===== config.mk =====
export PLATFORM = sky130hd
export DESIGN_NAME = keypad_scan_encoder
export DESIGN_NICKNAME = d
export VERILOG_FILES = /design/src/rtl/keypad_pkg.sv /design/src/rtl/keypad_debounce_fsm.sv /design/src/rtl/keypad_scan_encoder.sv
export SDC_FILE = /design/constraint.sdc
export NUM_CORES = 1
export LEC_CHECK = 0
export ABC_AREA = 0
export ABC_CLOCK_PERIOD_IN_PS = 32800
export BUFFER_PORTS_ARGS = -buffer_cell sky130_fd_sc_hd__buf_2
export CAP_MARGIN = 20
export CELL_PAD_IN_SITES_DETAIL_PLACEMENT = 0
export CELL_PAD_IN_SITES_GLOBAL_PLACEMENT = 1
export CORE_ASPECT_RATIO = 1.1
export CORE_MARGIN = 3
export CORE_UTILIZATION = 53
export DETAILED_ROUTE_END_ITERATION = 12
export HOLD_SLACK_MARGIN = 0.03
export PLACE_DENSITY_LB_ADDON = 0.1
export SLEW_MARGIN = 20
export SYNTH_ARGS = -nofsm -noshare
export SYNTH_HDL_FRONTEND = slang
export SYNTH_HIERARCHICAL = 1
export SYNTH_SLANG_ARGS = --single-unit

===== constraint.sdc =====
create_clock -name clk -period 32.8 [get_ports clk]
set_clock_uncertainty 0.15 [all_clocks]
set_input_delay 3.28 -clock clk [delete_from_list [all_inputs] [get_ports clk]]
set_output_delay 3.28 -clock clk [all_outputs]
set_load 0.02 [all_outputs]

===== src/rtl/keypad_pkg.sv =====
// Shared types and constants for the 4x4 keypad scanner and its debounce FSM.
// Latency: none (package only).
// Backpressure: none (package only).
package keypad_pkg;

    localparam int NUM_ROWS = 4;
    localparam int NUM_COLS = 4;
    localparam int CODE_W   = 4;
    localparam int MAP_W    = NUM_ROWS * NUM_COLS;

    localparam logic [NUM_COLS-1:0] COL_RESET = 4'b1110;

    typedef enum logic [1:0] {
        IDLE     = 2'd0,
        DEBOUNCE = 2'd1,
        PRESSED  = 2'd2
    } dbnc_state_t;

    typedef enum logic [1:0] {
        SCAN_NONE   = 2'd0,
        SCAN_SINGLE = 2'd1,
        SCAN_MULTI  = 2'd2
    } scan_class_t;

    // Result of one completed scan: how many keys were down and, for a
    // single key, which one.
    typedef struct packed {
        scan_class_t       cls;
        logic [CODE_W-1:0] key;
    } scan_res_t;

    // Popcount-based classification of a full pressed map.
    function automatic scan_res_t classify(input logic [MAP_W-1:0] map);
        scan_res_t res;
        int        cnt;
        cnt     = 0;
        res.key = '0;
        for (int i = 0; i < MAP_W; i++) begin
            if (map[i]) begin
                cnt++;
                res.key = CODE_W'(i);
            end
        end
        if (cnt == 0) begin
            res.cls = SCAN_NONE;
        end else if (cnt == 1) begin
            res.cls = SCAN_SINGLE;
        end else begin
            res.cls = SCAN_MULTI;
        end
        return res;
    endfunction

endpackage


===== src/rtl/keypad_debounce_fsm.sv =====
// Debounces classified scan results into an accepted key code, valid pulse and held flag.
// Latency: key_valid/key_held register one cycle after the accepting scan end.
// Backpressure: none; key_valid is a one-cycle pulse the consumer must take.
module keypad_debounce_fsm
    import keypad_pkg::*;
#(
    parameter int DEBOUNCE_SCANS = 3
) (
    input  logic              clk,
    input  logic              rst_n,
    input  logic              scan_end,
    input  scan_res_t         scan_res,
    output logic [CODE_W-1:0] key_code,
    output logic              key_valid,
    output logic              key_held
);

    localparam int CNT_W = $clog2(DEBOUNCE_SCANS + 1);
    localparam logic [CNT_W-1:0] CNT_MAX = CNT_W'(DEBOUNCE_SCANS);
    localparam logic [CNT_W-1:0] CNT_ONE = CNT_W'(1);

    dbnc_state_t       state, state_d;
    logic [CODE_W-1:0] cand, cand_d;
    logic [CNT_W-1:0]  stab_cnt, stab_cnt_d;
    logic [CNT_W-1:0]  rel_cnt, rel_cnt_d;
    logic [CODE_W-1:0] key_code_d;
    logic              key_valid_d;
    logic              same_key;

    assign same_key = (scan_res.cls == SCAN_SINGLE) && (scan_res.key == cand);

    // State and output registers.
    always_ff @(posedge clk or negedge rst_n) begin
        if (!rst_n) begin
            state     <= IDLE;
            cand      <= '0;
            stab_cnt  <= '0;
            rel_cnt   <= '0;
            key_code  <= '0;
            key_valid <= 1'b0;
            key_held  <= 1'b0;
        end else begin
            state     <= state_d;
            cand      <= cand_d;
            stab_cnt  <= stab_cnt_d;
            rel_cnt   <= rel_cnt_d;
            key_code  <= key_code_d;
            key_valid <= key_valid_d;
            key_held  <= (state_d == PRESSED);
        end
    end

    // Next-state logic; only a scan end moves the FSM or its counters.
    always_comb begin
        state_d     = state;
        cand_d      = cand;
        stab_cnt_d  = stab_cnt;
        rel_cnt_d   = rel_cnt;
        key_code_d  = key_code;
        key_valid_d = 1'b0;
        if (scan_end) begin
            case (state)
                IDLE: begin
                    if (scan_res.cls == SCAN_SINGLE) begin
                        cand_d     = scan_res.key;
                        stab_cnt_d = CNT_ONE;
                        state_d    = DEBOUNCE;
                    end
                end
                DEBOUNCE: begin
                    if (same_key) begin
                        // Saturating increment so the counter never wraps.
                        if (stab_cnt != CNT_MAX) begin
                            stab_cnt_d = stab_cnt + CNT_ONE;
                        end
                        if (stab_cnt_d == CNT_MAX) begin
                            key_code_d  = cand;
                            key_valid_d = 1'b1;
                            state_d     = PRESSED;
                        end
                    end else if (scan_res.cls == SCAN_SINGLE) begin
                        cand_d     = scan_res.key;
                        stab_cnt_d = CNT_ONE;
                    end else begin
                        state_d = IDLE;
                    end
                end
                PRESSED: begin
                    // Any scan that is not exactly the held key counts toward release,
                    // so a direct key change behaves as a release first.
                    if (same_key) begin
                        rel_cnt_d = '0;
                    end else begin
                        if (rel_cnt != CNT_MAX) begin
                            rel_cnt_d = rel_cnt + CNT_ONE;
                        end
                        if (rel_cnt_d == CNT_MAX) begin
                            rel_cnt_d = '0;
                            state_d   = IDLE;
                        end
                    end
                end
                default: begin
                    state_d = IDLE;
                end
            endcase
        end
    end

endmodule


===== src/rtl/keypad_scan_encoder.sv =====
// 4x4 keypad column scanner: synchronises rows, builds the pressed map and encodes row*4+col.
// Latency: key_valid one cycle after the end of the DEBOUNCE_SCANS-th stable scan.
// Backpressure: none; key_valid is a one-cycle pulse, key_code holds until the next acceptance.
module keypad_scan_encoder
    import keypad_pkg::*;
#(
    parameter int SCAN_DIV       = 4,
    parameter int DEBOUNCE_SCANS = 3
) (
    input  logic                clk,
    input  logic                rst_n,
    input  logic [NUM_ROWS-1:0] row_n,
    output logic [NUM_COLS-1:0] col_n,
    output logic [CODE_W-1:0]   key_code,
    output logic                key_valid,
    output logic                key_held,
    output logic                multi_key
);

    localparam int DIV_W = (SCAN_DIV > 1) ? $clog2(SCAN_DIV) : 1;
    localparam int COL_W = $clog2(NUM_COLS);
    localparam logic [DIV_W-1:0] DIV_LAST = DIV_W'(SCAN_DIV - 1);
    localparam logic [COL_W-1:0] COL_LAST = COL_W'(NUM_COLS - 1);

    logic [NUM_ROWS-1:0] row_meta, row_sync;
    logic [DIV_W-1:0]    div_cnt;
    logic [COL_W-1:0]    col_idx;
    logic [MAP_W-1:0]    key_map, map_next;
    logic                sample, scan_end;
    scan_res_t           scan_res;

    assign sample   = (div_cnt == DIV_LAST);
    assign scan_end = sample && (col_idx == COL_LAST);
    assign scan_res = classify(map_next);

    // Two-flop synchroniser; idle rows read high (pulled up).
    always_ff @(posedge clk or negedge rst_n) begin
        if (!rst_n) begin
            row_meta <= '1;
            row_sync <= '1;
        end else begin
            row_meta <= row_n;
            row_sync <= row_meta;
        end
    end

    // Column slot timer and one-cold column rotation.
    always_ff @(posedge clk or negedge rst_n) begin
        if (!rst_n) begin
            div_cnt <= '0;
            col_idx <= '0;
            col_n   <= COL_RESET;
        end else if (sample) begin
            div_cnt <= '0;
            col_idx <= col_idx + COL_W'(1);
            col_n   <= {col_n[NUM_COLS-2:0], col_n[NUM_COLS-1]};
        end else begin
            div_cnt <= div_cnt + DIV_W'(1);
        end
    end

    // Pressed map with the current column's rows merged in; at scan end this is the full scan.
    always_comb begin
        map_next = key_map;
        for (int c = 0; c < NUM_COLS; c++) begin
            for (int r = 0; r < NUM_ROWS; r++) begin
                if (c == int'(col_idx)) begin
                    map_next[r*NUM_COLS + c] = ~row_sync[r];
                end
            end
        end
    end

    // Commit each column's sample and register the multi-key flag per completed scan.
    always_ff @(posedge clk or negedge rst_n) begin
        if (!rst_n) begin
            key_map   <= '0;
            multi_key <= 1'b0;
        end else begin
            if (sample) begin
                key_map <= map_next;
            end
            if (scan_end) begin
                multi_key <= (scan_res.cls == SCAN_MULTI);
            end
        end
    end

    keypad_debounce_fsm #(
        .DEBOUNCE_SCANS (DEBOUNCE_SCANS)
    ) u_debounce (
        .clk       (clk),
        .rst_n     (rst_n),
        .scan_end  (scan_end),
        .scan_res  (scan_res),
        .key_code  (key_code),
        .key_valid (key_valid),
        .key_held  (key_held)
    );

endmodule


==> summary.txt <==
Setup path
  • Worst EP required: 32.84 ns
  • Kind of critical path: flip-flop to flip-flop
  • Biggest cell delay along the critical path: between 0.6 and 0.7 ns
  • CP Data Arrival Time: 11.65 ns
  • Largest delay contributor family on the critical path: adder cells
  • Worst setup EP type: flip-flop
  • Worst Path Buf+Inv: 4
  • Sort of element at the start of the critical path: flip-flop
  • Slowest stage cell on the critical path: sky130_fd_sc_hd__ha_1
  • Critical Path Most Common Cell: sky130_fd_sc_hd__ha_1
  • Crit path max fanout: 20

Synth
  • Avg Inst Size Synth: 9.010 um^2
  • Fraction of synthesized cell area taken by the top area cell type: 21.23%
  • Net count after synthesis: 521
  • Proportion of synthesized chip area in sequential cells: 27.69%
  • FF+latch count, synth: 49
  • Number of instances in the synthesized netlist: 497
  • Asr flop ratio synth: 100.0%
  • Count of flip-flops with a built-in enable after synthesis: 0
  • Top FF cell, synth: sky130_fd_sc_hd__dfrtp_1
  • Post-Synthesis Cell Area: 0.004478 mm^2
  • Synthesis Warnings: 6
  • Cell type with the largest total area after synthesis: sky130_fd_sc_hd__dfrtp_1
  • Count of different cell masters after synthesis: 78
  • Cells taking the most area after synthesis: sky130_fd_sc_hd__dfrtp_1 21%, sky130_fd_sc_hd__dfstp_2 6.5%, sky130_fd_sc_hd__ha_1 5.0%

Cells and area
  • Fill cell instance count of the final layout: ~750
  • Post-route non-filler standard cell count: between 600 and 700
  • Final core occ: 58.79%
  • Sequential cell area: 0.001240 mm^2
  • Number of diodes added for antenna fixing: 0
  • Total area of multi-input combinational cells: 0.003107 mm^2
  • Area added between synthesis and finish: 6.119%
  • # nets final: between 500 and 600
  • Fraction of final layout cells sized beyond drive strength 1: 19.06%

STA
  • Tightest hold margin: 0.2051 ns
  • Unrepaired setup endpoints after global routing: false
  • Crit path time final: about 12 ns
  • Relative slew slack: 50.22%
  • Final slew viol count: 0
  • # setup viols final: 0
  • Number of hold violations in the final report: 0
  • Sum of negative setup slack: 0 ns
  • Peak Freq: 86.08 MHz
  • Slew at the pin closest to its max-slew limit: 0.7467 ns
  • Final cycle utilization of the critical path: 35.42%

Power and ir drop
  • Clock network fraction of design power: 15.6%
  • Power per standard cell area: around 58 mW/mm^2
  • Share of power burned in combinational logic: between 50 and 60%
  • Power dissipated by switching net loads: 118.5 uW
  • Share of power burned in registers: roughly a quarter
  • Largest vdd supply drop: 0.03651 mV
  • Switching Fraction: 42.75%
  • Static Leakage: roughly 0.0021 uW
  • Internal power: ~160 uW

Drt
  • Via count: 3625
  • Drt drc: 0
  • Routed wirelength normalized by instance count: 15.14 um
  • Vias per Instance: 5.875
  • Post-detailed-route count of antenna-violating nets: 0
  • Total Routed Length: 9.340 mm
  • Violation count after the first detailed-routing iteration: 161
  • 1st-pass router iterations: 4

Floorplan
  • Row count: 34
  • Die span in x: about 94 um
  • Area of the core: roughly 0.0081 mm^2
  • Die outline height: ~100 um
  • I/O Pins: 17
  • Initial cell density of the core: a little under three fifths
  • Die area: ~0.0096 mm^2

Clock tree
  • CTS sink count: 49
  • Post CTS Setup Buffer Count: 0
  • Clock-pin slew on the worst setup and hold paths: 0.09 ns
  • Number of H-tree levels: 2
  • Clock buffer depth: 2
  • CTS Buf Count: 5
  • Source-to-sink clock delay at the later pin of the worst-skew pair: 0.30 ns
  • Resized Gates After CTS: 0
  • Clock root buffer: sky130_fd_sc_hd__clkbuf_8
  • TritonCTS clock tree: built
  • Hold bufs inserted after CTS: 0

Global routing
  • Pin count of the biggest net entering global routing: 50
  • Wire length of the first global-routing pass: around 16 mm
  • Global-route congestion overflow total: 0
  • Initial antenna violation count: 0
  • Via count of the first global-routing pass: 3349
  • Global-route total usage across every layer: 20.67%

Placed design
  • Total of buffers placed on input and output ports: 16
  • Routability Congestion: 0.8375
  • Number of instances in the placed design: ~600
  • Post-detail-place hpwl: 7.179 mm

Flow run
  • Max-capacitance violation count: 0

Outcome
  • Result of the run: finished clean

Worst hold path
  • Worst hold path class: flip-flop to flip-flop
==> cells in the final DEF, fill, tap and decap left out, drive strengths merged, types with 9 or more instances in the layout <==
cell type / n
nand2: 52
nor2: 40
dfrtp: 38
o21ai: 28
mux2: 25
a21oi: 22
nand2b: 21
xor2: 20
xnor2: 20
ha: 18
buf: 18
nor3: 17
inv: 16
a31oi: 13
mux2i: 12
dfstp: 11
nor2b: 10
nand3: 9
==> registers in the layout, indices dropped and copies added (netlist names) <==
signal	count
row_meta	4
u_debounce/key_valid	1
u_debounce/stab_cnt	2
u_debounce/cand	4
u_debounce/rel_cnt	2
row_sync	4
u_debounce/state	2
div_cnt	2
key_map	16
u_debounce/key_code	4
col_idx	2
u_debounce/key_held	1
col_n	4
multi_key	1
==> logic make-up (layout without fill, tap and decap cells) <==
group | Yosys count | count (layout) | synth area share [%]
xor+xnor | 45 | 45 | 11.71
simple gates | 199 | 199 | 24.48
mux | 37 | 37 | 9.947
compound gates | 119 | 119 | 18.22
fa+ha+maj | 18 | 18 | 5.029
buf+inv | 30 | 42 | 2.934
flops | 49 | 49 | 27.69
==> cell type report <==
type                    count  share of cell area, %
well taps                 108                  2.844
multi-input cells         418                  65.38
inverters                  16                  1.264
clock inverters             3                 0.9742
flip-flops and latches     49                  26.09
clock buffers               5                  1.448
repair buffers             18                  2.001
==> final timing paths <==
kind                                                       to              startpoint  slack, ns  depth (start not counted)
max                        u_debounce/key_code[2]$_DFFE_PN0P_  col_idx[1]$_DFFE_PN0P_      21.18                         59
min                                     row_sync[1]$_DFF_PN1_   row_meta[1]$_DFF_PN1_       0.21                          0
max reg2reg                u_debounce/key_code[2]$_DFFE_PN0P_  col_idx[1]$_DFFE_PN0P_      21.18                         59
min reg2reg                             row_sync[1]$_DFF_PN1_   row_meta[1]$_DFF_PN1_       0.21                          0
max in group asynchronous                div_cnt[0]$_DFF_PN0_                   rst_n      29.19                          2
min in group asynchronous   u_debounce/rel_cnt[1]$_DFFE_PN0P_                   rst_n       2.91                          2
==> power by group through the flow <==
stage	Sequential, uW	Combinational, uW	Clock (uW)
6_report	67.7	166	43.4
2_1_floorplan	68.1	139	0
4_1_cts	67.7	167	44.6
3_5_place_dp	68.9	165	0
5_1_grt	68.3	188	46.9
3_3_place_gp	68.7	162	0
==> cells in the mapped netlist, types with 3 or more instances <==
cell type and n:
sky130_fd_sc_hd__mux2_4 5, sky130_fd_sc_hd__o211ai_1 7, sky130_fd_sc_hd__a211oi_1 3, sky130_fd_sc_hd__a31oi_1 13
sky130_fd_sc_hd__xnor3_2 3, sky130_fd_sc_hd__nor4_1 5, sky130_fd_sc_hd__mux2i_1 10, sky130_fd_sc_hd__mux2_2 20
sky130_fd_sc_hd__nor2_1 39, sky130_fd_sc_hd__nand2_1 51, sky130_fd_sc_hd__o221ai_1 4, sky130_fd_sc_hd__and4_1 3
sky130_fd_sc_hd__nor3_1 14, sky130_fd_sc_hd__xor2_1 18, sky130_fd_sc_hd__nand3_1 7, sky130_fd_sc_hd__inv_1 16
sky130_fd_sc_hd__nand2b_1 19, sky130_fd_sc_hd__xnor2_2 3, sky130_fd_sc_hd__clkbuf_1 7, sky130_fd_sc_hd__a21o_1 7
sky130_fd_sc_hd__nor3b_1 5, sky130_fd_sc_hd__a21bo_2 3, sky130_fd_sc_hd__buf_2 3, sky130_fd_sc_hd__and2_1 6
sky130_fd_sc_hd__xnor2_1 16, sky130_fd_sc_hd__a22o_1 5, sky130_fd_sc_hd__o21ai_0 25, sky130_fd_sc_hd__nor2b_1 9
sky130_fd_sc_hd__ha_1 18, sky130_fd_sc_hd__a21oi_1 22, sky130_fd_sc_hd__nand4_1 7, sky130_fd_sc_hd__and3_1 7
sky130_fd_sc_hd__dfstp_2 11, sky130_fd_sc_hd__or2_2 4, sky130_fd_sc_hd__a22oi_1 4, sky130_fd_sc_hd__dfrtp_1 38
==> per-stage QoR <==
stage / area [um^2] / setup slack [ns] / power [uW]
2_1_floorplan: 4478 / 22.47 / 207.4
3_3_place_gp: 4637 / 21.55 / 230.6
3_5_place_dp: 4637 / 21.16 / 234.3
4_1_cts: 4752 / 21.15 / 279.0
5_1_grt: 4752 / 20.06 / 303.4
6_report: 4752 / 21.18 / 277.2
==> metal layers <==
layer,global-route usage (%),share of wire (%)
met5,0,0
met2,32.89,46
met4,4.222,0.43
met3,1.767,3.1
met1,30.97,51
Power figures use the tool's default switching activity.
